[config.mk]
export PLATFORM = sky130hd
export DESIGN_NAME = lcounter_gen_flat
export DESIGN_NICKNAME = d
export VERILOG_FILES = /design/src/rtl/lcounter_gen_if.sv /design/src/rtl/lcounter_gen.sv /design/src/flat_wrapper.sv
export SDC_FILE = /design/constraint.sdc
export NUM_CORES = 1
export LEC_CHECK = 0
export CORE_MARGIN = 2
export CORE_UTILIZATION = 47
export CTS_CLUSTER_SIZE = 14
export DETAILED_ROUTE_END_ITERATION = 16
export MAX_ROUTING_LAYER = met4
export PLACE_DENSITY = 0.82
export SYNTH_ARGS = -nofsm -noshare
export SYNTH_HDL_FRONTEND = slang
export SYNTH_SLANG_ARGS = --single-unit
[constraint.sdc]
create_clock -name clk -period 2 [get_ports clk]
set_input_delay 0.4 -clock clk [delete_from_list [all_inputs] [get_ports clk]]
set_output_delay 0.4 -clock clk [all_outputs]
set_load 0.02 [all_outputs]
[src/rtl/lcounter_gen_if.sv]
// Handshake/bus bundle between the round-counter generator and its consumer.
// The consumer drives start/step. The generator drives the round value and the status flags.
interface lcounter_gen_if;
    logic        start;
    logic        step;
    logic [15:0] lfsr_out;
    logic [7:0]  round;
    logic        valid;
    logic        last;
    logic        done;
    logic        busy;

    // Consumer side
    modport master (
        output start, step,
        input  lfsr_out, round, valid, last, done, busy
    );

    // Generator side
    modport slave (
        input  start, step,
        output lfsr_out, round, valid, last, done, busy
    );
endinterface

[src/rtl/lcounter_gen.sv]
// LFSR-based round-constant generator.
// A start request loads IV and begins round 0. Each step advances the LFSR by one
// position and the round index by one. The step taken at the last round produces a
// one-cycle done pulse, and the generator then returns to idle.
module lcounter_gen #(
    parameter int               WIDTH  = 6,
    parameter logic [WIDTH-1:0] IV     = 6'h05,
    parameter logic [WIDTH-1:0] TAPS   = 6'h30,
    parameter int               ROUNDS = 45
) (
    input  logic          clk,
    input  logic          rst,
    lcounter_gen_if.slave bus
);

    typedef enum logic [1:0] {
        S_IDLE,
        S_RUN,
        S_DONE
    } state_t;

    localparam logic [7:0] LAST_ROUND = 8'(ROUNDS - 1);

    state_t           state_q;
    logic [WIDTH-1:0] lfsr_q;
    logic [7:0]       round_q;
    logic             valid_q;
    logic             last_q;
    logic             done_q;
    logic             busy_q;

    logic [WIDTH-1:0] lfsr_d;
    logic [7:0]       round_d;

    // Candidate next LFSR value and round index for a step in RUN.
    assign lfsr_d  = {lfsr_q[WIDTH-2:0], ^(lfsr_q & TAPS)};
    assign round_d = round_q + 8'd1;

    // Sequencer FSM. The status flags are registered alongside the state.
    // NOTE: all state here uses non-blocking assignments so every register samples pre-edge values.
    always_ff @(posedge clk or posedge rst) begin
        if (rst) begin
            state_q <= S_IDLE;
            lfsr_q  <= '0;
            round_q <= '0;
            valid_q <= 1'b0;
            last_q  <= 1'b0;
            done_q  <= 1'b0;
            busy_q  <= 1'b0;
        end else begin
            done_q <= 1'b0;
            case (state_q)
                S_IDLE: begin
                    if (bus.start) begin
                        state_q <= S_RUN;
                        lfsr_q  <= IV;
                        round_q <= 8'd0;
                        valid_q <= 1'b1;
                        busy_q  <= 1'b1;
                        last_q  <= (LAST_ROUND == 8'd0);
                    end
                end
                S_RUN: begin
                    // start is deliberately ignored here; only step matters
                    if (bus.step) begin
                        if (round_q == LAST_ROUND) begin
                            state_q <= S_DONE;
                            valid_q <= 1'b0;
                            busy_q  <= 1'b0;
                            last_q  <= 1'b0;
                            done_q  <= 1'b1;
                        end else begin
                            lfsr_q  <= lfsr_d;
                            round_q <= round_d;
                            last_q  <= (round_d == LAST_ROUND);
                        end
                    end
                end
                S_DONE: begin
                    state_q <= S_IDLE;
                end
                default: begin
                    state_q <= S_IDLE;
                end
            endcase
        end
    end

    // The value outputs are forced to zero whenever the presented round is not valid.
    // The upper bits of lfsr_out are always zero.
    assign bus.lfsr_out = valid_q ? 16'(lfsr_q) : 16'd0;
    assign bus.round    = valid_q ? round_q : 8'd0;
    assign bus.valid    = valid_q;
    assign bus.last     = last_q;
    assign bus.done     = done_q;
    assign bus.busy     = busy_q;

endmodule

[src/flat_wrapper.sv]
// flat-port wrapper written by rule: the top's interface ports become plain ports
module lcounter_gen_flat 
#(
    parameter int               WIDTH  = 6,
    parameter logic [WIDTH-1:0] IV     = 6'h05,
    parameter logic [WIDTH-1:0] TAPS   = 6'h30,
    parameter int               ROUNDS = 45
)
  (clk, rst, bus_start, bus_step, bus_lfsr_out, bus_round, bus_valid, bus_last, bus_done, bus_busy);
  lcounter_gen_if bus_i ();
  input  logic clk;
  input  logic rst;
  input wire logic [$bits(bus_i.start)-1:0] bus_start;
  input wire logic [$bits(bus_i.step)-1:0] bus_step;
  output wire logic [$bits(bus_i.lfsr_out)-1:0] bus_lfsr_out;
  output wire logic [$bits(bus_i.round)-1:0] bus_round;
  output wire logic [$bits(bus_i.valid)-1:0] bus_valid;
  output wire logic [$bits(bus_i.last)-1:0] bus_last;
  output wire logic [$bits(bus_i.done)-1:0] bus_done;
  output wire logic [$bits(bus_i.busy)-1:0] bus_busy;
  assign bus_i.start = bus_start;
  assign bus_i.step = bus_step;
  assign bus_lfsr_out = bus_i.lfsr_out;
  assign bus_round = bus_i.round;
  assign bus_valid = bus_i.valid;
  assign bus_last = bus_i.last;
  assign bus_done = bus_i.done;
  assign bus_busy = bus_i.busy;
  lcounter_gen #(.WIDTH(WIDTH), .IV(IV), .TAPS(TAPS), .ROUNDS(ROUNDS)) u_core (.clk(clk), .rst(rst), .bus(bus_i));
endmodule
==> run metrics <==
final WL 2423 um; grt total ovfl 0; largest family of logic cells by synthesized area simple AND/OR/NAND/NOR gates; Synth async-reset ratio 100.0%; CTS HTree Levels 1; Synth Register Bits 19; most used cell along the critical path a211o_2; met3 WL 174 um; dpl cells 163; clk_lat worst skew 0.30 ns; clk_skew 0.002714 ns; hold_buf cts 0; port bufs 21; DRT Pass-1 Iters 4; vias 917; sequential area share after synthesis 41.39%; Max rail drop VDD 901.3 uV; fin worst setup slack 0.1521 ns; post-synth top area share 41.39%; hpwl dp 1769 um; Clock Path Buffers 2; Slowest Stage Delay on Critical Path 0.45 ns; DRC 0; Worst EP required 2.25 ns; internal reg-to-reg setup slack 0.15 ns; Area contributors post-synth dfrtp_1 (41%), buf_4 (7.2%), and2_1 (7.1%); clock sinks 19; post-synthesis compound-gate area fraction 19.50%; Area Overhead vs Synth 24.73%; simple-gate share of the synthesized area 21.79%; Worst path slowest cell dfrtp_1; core region area 0.002255 sq mm; share of cells above drive strength 1 18.57%; metal2 WL 1184 um; fin. max-slew vios 0; GRT Overall Usage 19.60%; top_reg_cell synth dfrtp_1; Yosys Warn Count 0; vias per cell 5.458; fill count 196; Routed WL per cell 14.42 um; R2R depth 6; Post-Place Cell Area 0.001359 sq mm; Final ANT Viol Nets 0; unrepaired setup endpoints after global routing no; Die ar. 0.002855 sq mm; R2R Path End u_core.round_q[7]; pwr/cell area 1057 mW/mm^2; Fmax achieved 0.5412 GHz; syn_area_per_cell 9.988 sq um; Worst setup SP type flop; Distinct cells, synth 40; Starting Density 50.94%; Site Rows 17; ant diodes 0; Reg clk slew, reported paths 0.11 ns; highest metal used met4; Starting DRT DRC Count 30; Hold Path Class in -> async; initial antenna violation count 0; CTS root buffer clkbuf_4; crit-path max FO 7; dpl ws 0.02406 ns; Syn Inst Count 115; Final Net Count 147; wl on met1 1050 um; TritonCTS clock tree done; Max Cap Viol 0; Final Hold Viols 0; cell with the most instances after synthesis dfrtp_1; fin crit period 1.848 ns; Synth Area in XOR/XNOR 3.050%; Num CTS Buffers 3; worst r2r src u_core.round_q[1]; first-pass GRT wire length 3946 um; status complete, no violations; cell leakage power 0.8800 nW; Die W 53.44 um; Critical Path AT 2.10 ns; cells along the critical path inv_1 > ha_1 > and4bb_4 > a211o_2 > nor4_1 > a211o_2; Post-synth top cells dfrtp_1 (19), and2_1 (13), buf_4 (11); area of the mapped netlist 0.001149 sq mm; die height 53.44 um; mux contribution to synthesized area 0.8715%; fin area 0.001433 sq mm; I/O pin total 32; final setup fails 0; vias in the first global route 868; largest net degree at the start of global routing 20; Synth area leader dfrtp_1; area share of fa/ha/maj cells after synthesis 2.179%; crit path kind reg -> reg; Post-synth EDFFs 0; Final Cycle Share 92.39%; final cell count without fillers 168; GP Congestion 0.8210; CP Capture Type flop; final setup TNS 0 ns
## report_power, final
part / switching (W) / internal, W / total (W)
clock: 0.000120 / 0.0000745 / 0.000194
combinational: 0.000353 / 0.000346 / 0.000698
sequential: 0.000140 / 0.000482 / 0.000622
## cell usage in the layout (no fill, tap or decap), types with 2 or more instances in the layout
| cell type | count |
|---|---|
| and2_1 | 13 |
| and3_1 | 2 |
| a31o_2 | 2 |
| a21oi_1 | 4 |
| clkbuf_4 | 3 |
| a22o_2 | 2 |
| clkdlybuf4s50_1 | 5 |
| o21ai_0 | 4 |
| and3_2 | 2 |
| nor3_1 | 2 |
| buf_4 | 6 |
| dfrtp_1 | 17 |
| conb_1 | 10 |
| ha_1 | 2 |
| xnor2_1 | 3 |
| inv_1 | 5 |
| nand2_1 | 5 |
| a211o_1 | 3 |
| nor2_1 | 3 |
| nand3_1 | 5 |
| dlymetal6s2s_1 | 15 |
| a22o_1 | 4 |
| dfrtp_2 | 2 |
| a211o_2 | 2 |
## flip-flops by register name, indices dropped and copies added (netlist names)
| signal | count |
|---|---|
| u_core.round_q | 8 |
| u_core.bus.last | 1 |
| u_core.state_q | 2 |
| u_core.bus.done | 1 |
| u_core.lfsr_q | 6 |
| u_core.bus.busy | 1 |
## repair_timing
action / CTS / global route
resized for setup: 3 / 15
gates cloned: 0 / 0
endpoints found under the setup margin: 16 / 15
buffers inserted: 1 / 0
## through the flow
step	utilization [%]	power (W)	hold WS, ns
finish	63.54	0.001515	0.4179
global route	63.54	0.001623	0.4429
CTS	61.88	0.001548	0.4268
detailed placement	60.27	0.001337	0.5205
global placement	60.27	0.001314	0.5157
floorplan	-	0.001056	0.3511
## cells by family after synthesis
group	Yosys count
AOI/OAI and AO/OA	27
xor gates and xnor gates	4
adders and majority gates	2
muxes	1
and+or+nand+nor	41
buffers and inverters	20
DFF	19
other	1
## worst max path at each step
stage,from,to,slack (ns),cells past startpoint
6_report,u_core.round_q[1],u_core.round_q[7],0.15,6
5_1_grt,u_core.round_q[1],u_core.round_q[2],0.06,7
4_1_cts,u_core.bus.busy,bus_lfsr_out[3],0.007,2
3_5_place_dp,bus_step,u_core.round_q[2],0.02,6
3_3_place_gp,bus_step,u_core.round_q[7],0.11,5
2_1_floorplan,u_core.round_q[0],u_core.round_q[2],0.25,7
## worst max-delay path, delay by kind of cell (launching register included)
family          cells  cell delay [ns]
fa+ha+maj           1             0.19
flops               1             0.45
buf+inv             1             0.08
compound gates      2             0.55
simple gates        2             0.53
## routing by layer
layer	vias to the layer above	track usage (%)
met5	-	-
met4	0	6.410
met2	42	33.33
li1	437	-
met1	436	24.33
met3	2	1.977
## area by class of cell
cell class	instances	area, sq um	share of cell area, %
multi-input cells	85	581.8	40.61
well taps	28	35.03	2.445
clock inverters	1	5.005	0.3493
repair buffers	27	291.5	20.35
inverters	5	18.77	1.310
flip-flops and latches	19	478.0	33.36
clock buffers	3	22.52	1.572
(Power assumes the default switching activity.)
